===== src/rtl/mem_delay_slave.sv =====
// Single-outstanding memory front end: holds each request for a fixed wait (or, with
// RAND_DELAY_EN defined, an LFSR-derived wait), then does a one-cycle access and returns the data.
module mem_delay_slave #(
    parameter int         ADDR_W      = 32,
    parameter int         DATA_W      = 32,
    parameter int         CNT_W       = 8,
    parameter int         FIXED_DELAY = 4,
    parameter logic [7:0] LFSR_SEED   = 8'hA5,
    parameter logic [7:0] RAND_MASK   = 8'h0F
) (
    input  logic                i_clk,
    input  logic                i_rst,
    input  logic                i_req_valid,
    output logic                o_req_ready,
    input  logic [ADDR_W-1:0]   i_req_addr,
    input  logic                i_req_wen,
    input  logic [DATA_W-1:0]   i_req_wdata,
    input  logic [DATA_W/8-1:0] i_req_wmask,
    output logic                o_rsp_valid,
    input  logic                i_rsp_ready,
    output logic [DATA_W-1:0]   o_rsp_rdata,
    output logic                o_mem_en,
    output logic                o_mem_wen,
    output logic [ADDR_W-1:0]   o_mem_addr,
    output logic [DATA_W-1:0]   o_mem_wdata,
    output logic [DATA_W/8-1:0] o_mem_wmask,
    input  logic [DATA_W-1:0]   i_mem_rdata
);

    typedef enum logic [2:0] {IDLE, WAIT, ACCESS, FETCH, RESP} state_t;

    state_t           state;
    state_t           next_state;
    logic [CNT_W-1:0] delay_d;
    logic [CNT_W-1:0] delay_q;
    logic [CNT_W-1:0] cnt_q;
    logic             wen_q;

`ifdef RAND_DELAY_EN
    logic [7:0] lfsr_q;
    logic [7:0] lfsr_masked;

    // Galois LFSR free-runs so the delay seen by a request depends on when it arrives.
    always_ff @(posedge i_clk) begin
        if (i_rst) begin
            lfsr_q <= LFSR_SEED;
        end else begin
            lfsr_q <= {1'b0, lfsr_q[7:1]} ^ (lfsr_q[0] ? 8'hB8 : 8'h00);
        end
    end

    assign lfsr_masked = lfsr_q & RAND_MASK;
    assign delay_d     = CNT_W'(lfsr_masked);
`else
    assign delay_d = CNT_W'(FIXED_DELAY);
`endif

    always_ff @(posedge i_clk) begin
        if (i_rst) begin
            state <= IDLE;
        end else begin
            state <= next_state;
        end
    end

    always_comb begin
        next_state  = state;
        o_req_ready = 1'b0;
        o_mem_en    = 1'b0;
        o_mem_wen   = 1'b0;
        o_rsp_valid = 1'b0;
        unique case (state)
            IDLE: begin
                o_req_ready = 1'b1;
                if (i_req_valid) begin
                    next_state = (delay_d == '0) ? ACCESS : WAIT;
                end
            end
            WAIT: begin
                // Counter starts at 0 in the first WAIT cycle, so D-1 marks the last one.
                if (cnt_q == delay_q - CNT_W'(1)) begin
                    next_state = ACCESS;
                end
            end
            ACCESS: begin
                o_mem_en   = 1'b1;
                o_mem_wen  = wen_q;
                next_state = FETCH;
            end
            FETCH: begin
                next_state = RESP;
            end
            RESP: begin
                o_rsp_valid = 1'b1;
                if (i_rsp_ready) begin
                    next_state = IDLE;
                end
            end
            default: begin
                next_state = IDLE;
            end
        endcase
    end

    always_ff @(posedge i_clk) begin
        if (i_rst) begin
            delay_q     <= '0;
            cnt_q       <= '0;
            wen_q       <= 1'b0;
            o_mem_addr  <= '0;
            o_mem_wdata <= '0;
            o_mem_wmask <= '0;
            o_rsp_rdata <= '0;
        end else begin
            if (state == IDLE && i_req_valid) begin
                delay_q     <= delay_d;
                cnt_q       <= '0;
                wen_q       <= i_req_wen;
                o_mem_addr  <= i_req_addr;
                o_mem_wdata <= i_req_wdata;
                o_mem_wmask <= i_req_wen ? i_req_wmask : '0;
            end else if (state == WAIT) begin
                cnt_q <= cnt_q + CNT_W'(1);
            end
            // Read data arrives the cycle after the strobe; writes return zero.
            if (state == FETCH) begin
                o_rsp_rdata <= wen_q ? '0 : i_mem_rdata;
            end
        end
    end

endmodule


===== config.mk =====
export PLATFORM = sky130hd
export DESIGN_NAME = mem_delay_slave
export DESIGN_NICKNAME = d
export VERILOG_FILES = /design/src/rtl/mem_delay_slave.sv
export SDC_FILE = /design/constraint.sdc
export NUM_CORES = 1
export LEC_CHECK = 0
export BUFFER_PORTS_ARGS = -buffer_cell sky130_fd_sc_hd__buf_2
export CAP_MARGIN = 20
export CELL_PAD_IN_SITES_DETAIL_PLACEMENT = 1
export CELL_PAD_IN_SITES_GLOBAL_PLACEMENT = 2
export CORE_MARGIN = 2
export CORE_UTILIZATION = 26
export DETAILED_ROUTE_END_ITERATION = 8
export PLACE_DENSITY = 0.94
export SLEW_MARGIN = 5
export SYNTH_ARGS = -nofsm -noshare
export SYNTH_HDL_FRONTEND = slang
export SYNTH_SLANG_ARGS = --single-unit
export TNS_END_PERCENT = 50

===== constraint.sdc =====
create_clock -name i_clk -period 4.1 [get_ports i_clk]
set_input_delay 0.205 -clock i_clk [delete_from_list [all_inputs] [get_ports i_clk]]
set_output_delay 0.205 -clock i_clk [all_outputs]
set_load 0.03 [all_outputs]

==> insert_results.sql, run 1 <==
INSERT INTO impl_metrics (metric_group, metric, value, unit) VALUES
('status', 'run_status', 'completed', ''),
('route', 'via_count', '4286', ''),
('clocking', 'max-clock-path-buffers', '2', ''),
('placement', 'place_ws', '1.76', 'ns'),
('timing', 'final_setup_viols', '0', ''),
('yosys', 'gate_count_of_the_mapped_netlist', '519', ''),
('critical_path', 'cp-start-kind', 'flop', ''),
('global_route', 'wire_length_of_the_first_global_routing_pass', '21000', 'um'),
('timing', 'finalWorstSetupSlack', '1.76', 'ns'),
('floorplan', 'die_height', '132', 'um'),
('critical_path', 'critPathCaptureType', 'flop', ''),
('clocking', 'cts_root_buf', 'clkbuf_16', ''),
('timing', 'measured_slew_at_the_worst_slew_check_pin', '0.952', 'ns'),
('pwr', 'ir_drop', '271', 'uV'),
('route', 'drtAntennaViolNets', '0', ''),
('yosys', 'yosys.cell_count.top_type', 'nand2_1', ''),
('global_route', 'first_global_vias', '4145', ''),
('pwr', 'p_leak', '2.67', 'nW'),
('clocking', 'cts_hold_repair.buffers', '0', ''),
('finish', 'post-route-util', '0.378', ''),
('global_route', 'grt_usage', '0.149', ''),
('floorplan', 'fp.dieArea', '17500', 'um2'),
('timing', 'grt_setup_unrepaired', 'false', ''),
('clocking', 'h-tree-depth', '4', ''),
('clocking', 'clkTransAtPathRegs', '0.05', 'ns'),
('yosys', 'ys_warn_count', '0', ''),
('timing', 'period_minus_ws_final', '2.34', 'ns'),
('pwr', 'p_seq_frac', '0.392', ''),
('yosys', 'synth-seq-cells', '113', ''),
('yosys', 'ys.flop_type', 'dfxtp_1', ''),
('clocking', 'cts.sink_count', '113', ''),
('critical_path', 'critical_path_peak_fanout', '50', ''),
('clocking', 'clock_tree_from_tritoncts', 'done', ''),
('floorplan', 'design.core.area', '15900', 'um2'),
('yosys', 'number_of_enable_flip_flop_cells_after_synthesis', '0', ''),
('global_route', 'grt_antenna_before_repair', '1', ''),
('finish', 'syn_to_final_growth', '41.4', '%'),
('timing', 'max-slew-margin-rel', '0.364', ''),
('pwr', 'cellPowerDensity', '493', 'nW/um2'),
('finish', 'fillCellCount', '1973', ''),
('timing', 'upper_clock_frequency_limit', '428', 'MHz'),
('placement', 'dpl_hpwl', '8890', 'um'),
('job', 'max-cap-violations', '0', ''),
('timing', 'timing.clock.skew', '0.00550', 'ns'),
('yosys', 'area_share_of_the_leading_cell_type_in_the_synthesized_netlist', '0.530', ''),
('yosys', 'synth_largest_area_cell', 'dfxtp_1', ''),
('route', 'drt-initial-drc-count', '178', ''),
('route', 'detail_route.wirelength', '13300', 'um'),
('clocking', 'worst_skew_pair.late_latency', '0.40', 'ns'),
('pwr', 'switchingPower', '0.715', 'mW'),
('finish', 'final_cells', '939', ''),
('placement', 'routabilityCongestion', '0.739', ''),
('floorplan', 'start_util', '0.268', ''),
('floorplan', 'top_level_port_count', '209', ''),
('route', 'wl_per_cell', '14.1', 'um'),
('pwr', 'p_comb_frac', '0.095', ''),
('route', 'route.detailed.vias_per_inst', '4.56', ''),
('yosys', 'yosysUniqueCellTypes', '35', ''),
('yosys', 'yosys-top-cells-count', 'nand2_1, dfxtp_1, a21oi_1', ''),
('yosys', 'postSynth.asyncResetShare', '0', ''),
('clocking', 'post-cts-setup-buffer-count', '0', ''),
('critical_path', 'type_of_the_worst_setup_path', 'flop to flop', ''),
('clocking', 'numCtsBuffers', '17', ''),
('timing', 'fin_setup_tns', '0', 'ns'),
('global_route', 'grt_max_degree', '73', ''),
('clocking', 'cts_resized', '0', ''),
('placement', 'number_of_buffer_cells_added_on_primary_ports', '208', ''),
('route', 'drt_first_pass_iters', '4', ''),
('finish', 'nets', '815', ''),
('finish', 'share_of_final_layout_standard_cells_stronger_than_drive_strength_1', '0.345', ''),
('timing', 'period_share', '0.570', '');
-- layout make-up --
class | instances | area [um2] | area share
Sequential cell | 113 | 2260 | 0.375
Inverter | 2 | 7.51 | 0.00124
Multi-Input combinational cell | 362 | 1790 | 0.297
Timing Repair Buffer | 213 | 1080 | 0.179
Tap cell | 216 | 270 | 0.0448
Antenna cell | 1 | 2.50 | 0.000415
Clock buffer | 24 | 492 | 0.0815
Clock inverter | 8 | 126 | 0.0209
-- sequential cells by signal (all words and copies together) (netlist names) --
name	cells
o_mem_wmask	4
wen_q	1
o_mem_addr	32
cnt_q	8
o_mem_wdata	32
o_rsp_rdata	32
state	3
delay_q	1
-- power groups by stage --
| stage | clock network [mW] | registers (mW) | logic, mW |
|---|---|---|---|
| floorplan | 0 | 1.26 | 0.105 |
| CTS | 1.57 | 1.17 | 0.287 |
| detailed placement | 0 | 1.19 | 0.286 |
| global route | 1.62 | 1.17 | 0.310 |
| global placement | 0 | 1.19 | 0.282 |
| finish | 1.53 | 1.17 | 0.282 |
-- worst paths after layout --
path / from / end / slack [ns] / cells past startpoint
max: state[0] / cnt_q[0] / 1.76 / 4
min: i_req_wdata[30] / o_mem_wdata[30] / 0.04 / 3
max reg2reg: state[0] / cnt_q[0] / 1.76 / 4
min reg2reg: o_rsp_rdata[4] / o_rsp_rdata[4] / 0.45 / 2
-- cells in the final DEF (no fill, tap or decap), types with 3 or more instances in the layout --
| cell type | synthesis | layout |
|---|---|---|
| clkbuf_16 | 0 | 17 |
| buf_4 | 0 | 6 |
| dfxtp_1 | 113 | 113 |
| buf_2 | 19 | 207 |
| or4_1 | 3 | 3 |
| a21oi_1 | 107 | 107 |
| nor2_1 | 5 | 5 |
| nand3_1 | 4 | 4 |
| bufinv_16 | 0 | 3 |
| o31ai_1 | 4 | 4 |
| nand2_1 | 170 | 170 |
| clkbuf_8 | 0 | 4 |
| nand4_1 | 3 | 3 |
| nand3b_1 | 35 | 35 |
| clkbuf_1 | 19 | 3 |
| nand2b_1 | 3 | 3 |
| o21ai_0 | 3 | 3 |
| nor3b_1 | 3 | 3 |
| clkinvlp_4 | 0 | 3 |
-- layer usage --
layer / wire, um / GRT usage / part of all wire
met1: 5670 / 0.176 / 0.43
met2: 6570 / 0.249 / 0.49
met3: 793 / 0.0473 / 0.060
met4: 252 / 0.0640 / 0.019
met5: 0 / 0 / 0
-- cell families after synthesis --
logic type,after synthesis,synth area share
multiplexers,2,0.00499
adder cells (fa/ha/maj),1,0.00293
XOR/XNOR,1,0.00205
AO/OA/AOI/OAI,120,0.147
flip-flops,113,0.530
AND/OR/NAND/NOR,238,0.262
buffers and inverters,44,0.0513
-- metrics by stage --
| step | area, um2 | power (mW) | hold WS (ns) |
|---|---|---|---|
| 2_1_floorplan | 4270 | 1.36 | 0.341 |
| 3_3_place_gp | 5410 | 1.47 | 0.436 |
| 3_5_place_dp | 5410 | 1.47 | 0.442 |
| 4_1_cts | 6030 | 3.02 | 0.0171 |
| 5_1_grt | 6030 | 3.10 | 0.0318 |
| 6_report | 6030 | 2.97 | 0.0383 |
-- critical path, cell delays in order (launching register included) --
cell	delay, ns
dfxtp_1	0.45
or4b_2	0.93
buf_4	0.40
nand2b_1	0.31
nor2_1	0.09
No activity file was read; power rests on OpenSTA's default activity.
==> run 2: changes to the inputs <==
CORE_UTILIZATION = 24   (was 26)
PLACE_DENSITY = 0.89   (was 0.94)
clock period = 2.2 ns   (was 4.1 ns; I/O delays follow)
==> insert_results.sql, run 2 (synthesized netlist as in run 1, its figures left out) <==
INSERT INTO impl_metrics (metric_group, metric, value, unit) VALUES
('status', 'run_status', 'completed', ''),
('finish', 'syn_to_final_growth', '68.5', '%'),
('global_route', 'grt.overflow.total', '0', ''),
('route', 'drc', '0', ''),
('route', 'drt-initial-drc-count', '170', ''),
('route', 'drtAntennaViolNets', '0', ''),
('pwr', 'ir_drop', '509', 'uV'),
('floorplan', 'design.core.area', '17400', 'um2'),
('clocking', 'cts.sink_count', '113', ''),
('placement', 'place_ws', '0.369', 'ns'),
('finish', 'diodes', '0', ''),
('clocking', 'numCtsBuffers', '17', ''),
('hold_path', 'min_from', 'i_req_valid', ''),
('floorplan', 'top_level_port_count', '209', ''),
('global_route', 'grt_max_degree', '71', ''),
('timing', 'grt_setup_unrepaired', 'false', ''),
('timing', 'timing.clock.skew', '0.0114', 'ns'),
('critical_path', 'critPathCaptureType', 'flop', ''),
('clocking', 'clkTransAtPathRegs', '0.05', 'ns'),
('route', 'detail_route.wirelength', '15600', 'um'),
('timing', 'finalMaxSlewViolations', '0', ''),
('floorplan', 'core.rowCount', '48', ''),
('global_route', 'grt-busiest-layer', 'met2', ''),
('pwr', 'p_leak', '3.17', 'nW'),
('clocking', 'clock_tree_from_tritoncts', 'done', ''),
('pwr', 'fin_total_pwr', '5.69', 'mW'),
('critical_path', 'critical_path_start', 'state[0]', ''),
('global_route', 'fraction_of_met1_tracks_used_by_global_routing', '0.175', ''),
('critical_path', 'type_of_the_worst_setup_path', 'flop to flop', ''),
('timing', 'period_share', '0.921', ''),
('timing', 'upper_clock_frequency_limit', '494', 'MHz'),
('global_route', 'first_global_vias', '4730', ''),
('timing', 'measured_slew_at_the_worst_slew_check_pin', '0.694', 'ns'),
('global_route', 'grt_util_met3', '0.0390', ''),
('timing', 'max-slew-margin-rel', '0.537', ''),
('timing', 'fin_hold_viols', '0', ''),
('critical_path', 'cp-start-kind', 'flop', ''),
('clocking', 'h-tree-depth', '4', ''),
('placement', 'routabilityCongestion', '0.708', ''),
('finish', 'final_cell_mix', 'buf_2, nand2_1, dfxtp_1, a21oi_1, dlygate4sd3_1', ''),
('placement', 'dpl_hpwl', '9150', 'um'),
('clocking', 'cts_root_buf', 'clkbuf_16', ''),
('finish', 'share_of_final_layout_standard_cells_stronger_than_drive_strength_1', '0.307', ''),
('floorplan', 'start_util', '0.246', ''),
('critical_path', 'critical_path_peak_fanout', '27', ''),
('timing', 'fin_setup_tns', '0', 'ns'),
('job', 'max-cap-violations', '0', ''),
('timing', 'final_setup_viols', '0', ''),
('global_route', 'grt.met2_usage', '0.293', ''),
('floorplan', 'fp.dieArea', '18900', 'um2'),
('critical_path', 'crit_required', '2.54', 'ns'),
('global_route', 'grt_antenna_before_repair', '0', ''),
('pwr', 'cellPowerDensity', '791', 'nW/um2'),
('finish', 'reg_top3', 'o_mem_addr (32), o_mem_wdata (32), o_rsp_rdata (32)', ''),
('timing', 'finalWorstSetupSlack', '0.174', 'ns'),
('critical_path', 'regToRegStartpoint', 'state[0]', ''),
('finish', 'final_common_cell', 'buf_2', ''),
('floorplan', 'die_height', '137', 'um'),
('placement', 'number_of_buffer_cells_added_on_primary_ports', '208', ''),
('critical_path', 'worstPathArrival', '2.37', 'ns'),
('floorplan', 'fp.dieW', '137', 'um'),
('finish', 'nets', '929', ''),
('clocking', 'max-clock-path-buffers', '2', ''),
('placement', 'numPlacedInstances', '922', ''),
('finish', 'fillCellCount', '2092', ''),
('route', 'route.detailed.vias_per_inst', '4.47', ''),
('clocking', 'worst_skew_pair.late_latency', '0.41', 'ns'),
('global_route', 'grt_usage', '0.160', ''),
('global_route', 'wire_length_of_the_first_global_routing_pass', '23500', 'um'),
('finish', 'final_cells', '1058', ''),
('route', 'wl_per_cell', '14.7', 'um'),
('route', 'via_count', '4727', ''),
('timing', 'period_minus_ws_final', '2.03', 'ns'),
('route', 'drt_first_pass_iters', '6', ''),
('hold_path', 'hp-class', 'input pin to flop', '');
run 2: layer usage:
metal	share of wire	vias up	wire length [um]
met5	0	-	0
met4	0.016	0	257
met3	0.054	18	842
met2	0.52	130	8050
met1	0.41	2231	6430
li1	-	2348	-
run 2: final cells by class:
cell class / instances / area, um2 / share of cell area
clock buffers: 24 / 492 / 0.0684
clock inverters: 5 / 103 / 0.0143
inverters: 2 / 7.51 / 0.00104
multi-input cells: 362 / 1800 / 0.250
flip-flops and latches: 113 / 2260 / 0.315
well taps: 225 / 282 / 0.0392
repair buffers: 327 / 2240 / 0.312
run 2: final timing paths:
kind / endpoint / slack, ns / depth (start not counted)
setup / recovery: o_mem_wmask[0] / 0.17 / 6
hold reg to reg: o_rsp_rdata[23] / 0.45 / 2
setup reg to reg: o_mem_wmask[0] / 0.17 / 6
hold / removal: state[0] / 0.05 / 3
run 2: metrics by stage:
stage | utilization | instance area (um2) | hold slack [ns]
floorplan | - | 4270 | 0.246
global placement | 0.318 | 5510 | 0.353
detailed placement | 0.318 | 5510 | 0.358
CTS | 0.412 | 7150 | 0.0336
global route | 0.414 | 7190 | 0.0629
finish | 0.414 | 7190 | 0.0456
run 2: critical path: stages, from the launching register on:
cell	delay (ns)
dfxtp_1	0.30
buf_4	0.18
nor4b_4	0.37
clkbuf_16	0.28
nand3_1	0.11
dlygate4sd3_1	0.57
a21oi_1	0.14
run 2: power by group:
group / switching [mW] / internal (mW) / total, mW
logic: 0.398 / 0.328 / 0.726
registers: 0.0419 / 2.13 / 2.17
clock network: 0.914 / 1.88 / 2.79
run 2: repair_timing:
item | 4_1_cts | 5_1_grt
buffers inserted | 0 | 2
resized for setup | 0 | 2
setup endpoints to repair | 0 | 2
hold buffers | 104 | 0
hold endpoints to repair | 102 | 0
==> run 3: changes to the inputs <==
HOLD_SLACK_MARGIN = 0.05   (was default)
==> insert_results.sql, run 3 (synthesized netlist as in run 1, its figures left out) <==
INSERT INTO impl_metrics (metric_group, metric, value, unit) VALUES
('status', 'run_status', 'completed', ''),
('critical_path', 'critPathCaptureType', 'primary output', ''),
('floorplan', 'start_util', '0.246', ''),
('timing', 'fin_hold_viols', '0', ''),
('timing', 'upper_clock_frequency_limit', '493', 'MHz'),
('floorplan', 'die_height', '137', 'um'),
('floorplan', 'core.rowCount', '48', ''),
('route', 'drtAntennaViolNets', '0', ''),
('clocking', 'clkTransAtPathRegs', '0.05', 'ns'),
('pwr', 'p_leak', '3.17', 'nW'),
('critical_path', 'type_of_the_worst_setup_path', 'flop to primary output', ''),
('global_route', 'grt_antenna_before_repair', '0', ''),
('critical_path', 'critical-path-max-stage-delay', '0.55', 'ns'),
('clocking', 'clock_tree_from_tritoncts', 'done', ''),
('critical_path', 'worstPathArrival', '1.92', 'ns'),
('route', 'drt-initial-drc-count', '191', ''),
('global_route', 'wire_length_of_the_first_global_routing_pass', '23500', 'um'),
('pwr', 'ir_drop', '509', 'uV'),
('hold_path', 'hp-class', 'input pin to flop', ''),
('pwr', 'fin_total_pwr', '5.69', 'mW'),
('finish', 'reg_top3', 'o_mem_addr (32), o_mem_wdata (32), o_rsp_rdata (32)', ''),
('finish', 'share_of_final_layout_standard_cells_stronger_than_drive_strength_1', '0.307', ''),
('critical_path', 'rrSetupSlack', '0.17', 'ns'),
('clocking', 'cts.sink_count', '113', ''),
('clocking', 'h-tree-depth', '4', ''),
('timing', 'fin_setup_tns', '0', 'ns'),
('timing', 'max-slew-margin-rel', '0.537', ''),
('critical_path', 'critPathBufInv', '2', ''),
('critical_path', 'critPathTopFamily', 'simple AND/OR/NAND/NOR gates', ''),
('route', 'wl_per_cell', '14.8', 'um'),
('timing', 'final_setup_viols', '0', ''),
('critical_path', 'critical_path_peak_fanout', '12', ''),
('critical_path', 'cp_cell_instances', 'or3b_2 > inv_1 > and2_1 > buf_2', ''),
('floorplan', 'fp.dieArea', '18900', 'um2'),
('floorplan', 'design.core.area', '17400', 'um2'),
('finish', 'final_cell_mix', 'buf_2, nand2_1, dfxtp_1, a21oi_1, dlygate4sd3_1', ''),
('critical_path', 'crit_required', '2.09', 'ns'),
('clocking', 'worst_skew_pair.late_latency', '0.41', 'ns'),
('route', 'drt_first_pass_iters', '6', ''),
('finish', 'nets', '930', ''),
('timing', 'grt_setup_unrepaired', 'false', ''),
('finish', 'fillCellCount', '2093', ''),
('global_route', 'first_global_vias', '4737', ''),
('global_route', 'grt_usage', '0.160', ''),
('floorplan', 'fp.dieW', '137', 'um'),
('finish', 'final_area', '7200', 'um2'),
('route', 'route.detailed.vias_per_inst', '4.48', ''),
('finish', 'syn_to_final_growth', '68.7', '%'),
('pwr', 'cellPowerDensity', '790', 'nW/um2'),
('floorplan', 'top_level_port_count', '209', ''),
('placement', 'number_of_buffer_cells_added_on_primary_ports', '208', ''),
('route', 'detail_route.wirelength', '15600', 'um'),
('global_route', 'grt_max_degree', '71', ''),
('critical_path', 'cp-start-kind', 'flop', ''),
('timing', 'period_share', '0.921', ''),
('timing', 'finalMaxSlewViolations', '0', ''),
('job', 'max-cap-violations', '0', ''),
('route', 'via_count', '4740', ''),
('clocking', 'numCtsBuffers', '17', ''),
('clocking', 'max-clock-path-buffers', '2', ''),
('finish', 'diodes', '0', ''),
('timing', 'measured_slew_at_the_worst_slew_check_pin', '0.695', 'ns'),
('timing', 'timing.clock.skew', '0.0113', 'ns'),
('global_route', 'grt.overflow.total', '0', ''),
('timing', 'period_minus_ws_final', '2.03', 'ns'),
('route', 'drc', '0', ''),
('finish', 'final_common_cell', 'buf_2', ''),
('clocking', 'cts_root_buf', 'clkbuf_16', ''),
('placement', 'dpl-instance-area', '5510', 'um2'),
('critical_path', 'cell_with_the_biggest_individual_delay_on_the_critical_path', 'dfxtp_1', ''),
('placement', 'dpl_hpwl', '9150', 'um'),
('placement', 'routabilityCongestion', '0.708', '');
-- run 3: cell count changes in the layout (fill, tap and decap cells not counted), sizes merged --
cell	before	now
dlygate4sd3	104	105
-- run 3: final cells by class --
class                           count  area [um2]  share of cell area
Clock buffer                       24         492              0.0683
Clock inverter                      5         103              0.0143
Inverter                            2        7.51             0.00104
Multi-Input combinational cell    362        1800               0.250
Sequential cell                   113        2260               0.314
Tap cell                          225         282              0.0391
Timing Repair Buffer              328        2250               0.313
-- run 3: stage by stage --
step | std cells | worst slack [ns] | hold WS [ns] | util
floorplan | 519 | 0.561 | 0.246 | -
global placement | 922 | 0.376 | 0.353 | 0.318
detailed placement | 922 | 0.369 | 0.358 | 0.318
CTS | 1056 | 0.0283 | 0.232 | 0.412
global route | 1059 | 0.0303 | 0.282 | 0.415
finish | 1059 | 0.173 | 0.253 | 0.415
-- run 3: worst reg2reg max path: stages (launching register included) --
cell and delay, ns:
dfxtp_1 0.30, buf_4 0.18, nor4b_4 0.37, clkbuf_16 0.28
nand3_1 0.13, dlygate4sd3_1 0.57, a21oi_1 0.14
-- run 3: metal layers --
| layer | vias up | part of all wire | global-route usage |
|---|---|---|---|
| met5 | - | 0 | 0 |
| met4 | 0 | 0.018 | 0.0699 |
| met3 | 18 | 0.053 | 0.0390 |
| met2 | 129 | 0.52 | 0.292 |
| met1 | 2242 | 0.41 | 0.175 |
| li1 | 2351 | - | - |
-- run 3: final timing paths --
path,startpoint,end,depth (start not counted)
worst max-delay path,state[1],o_mem_wen,4
worst min register to register,o_rsp_rdata[7],o_rsp_rdata[7],2
worst max register to register,state[0],o_mem_wmask[0],6
worst min-delay path,i_rst,delay_q[2],2
-- run 3: what timing repair did --
action                     in CTS  in global routing
setup buffers                   0                  2
hold buffers                  105                  0
gates resized for setup         0                  2
hold endpoints to repair      103                  0
setup endpoints to repair       0                  2
-- run 3: report_power, final --
group | internal, mW | leakage (nW) | switching (mW)
combinational | 0.329 | 1.96 | 0.399
clock | 1.88 | 0.288 | 0.914
sequential | 2.13 | 0.921 | 0.0419
total | 4.33 | 3.17 | 1.35
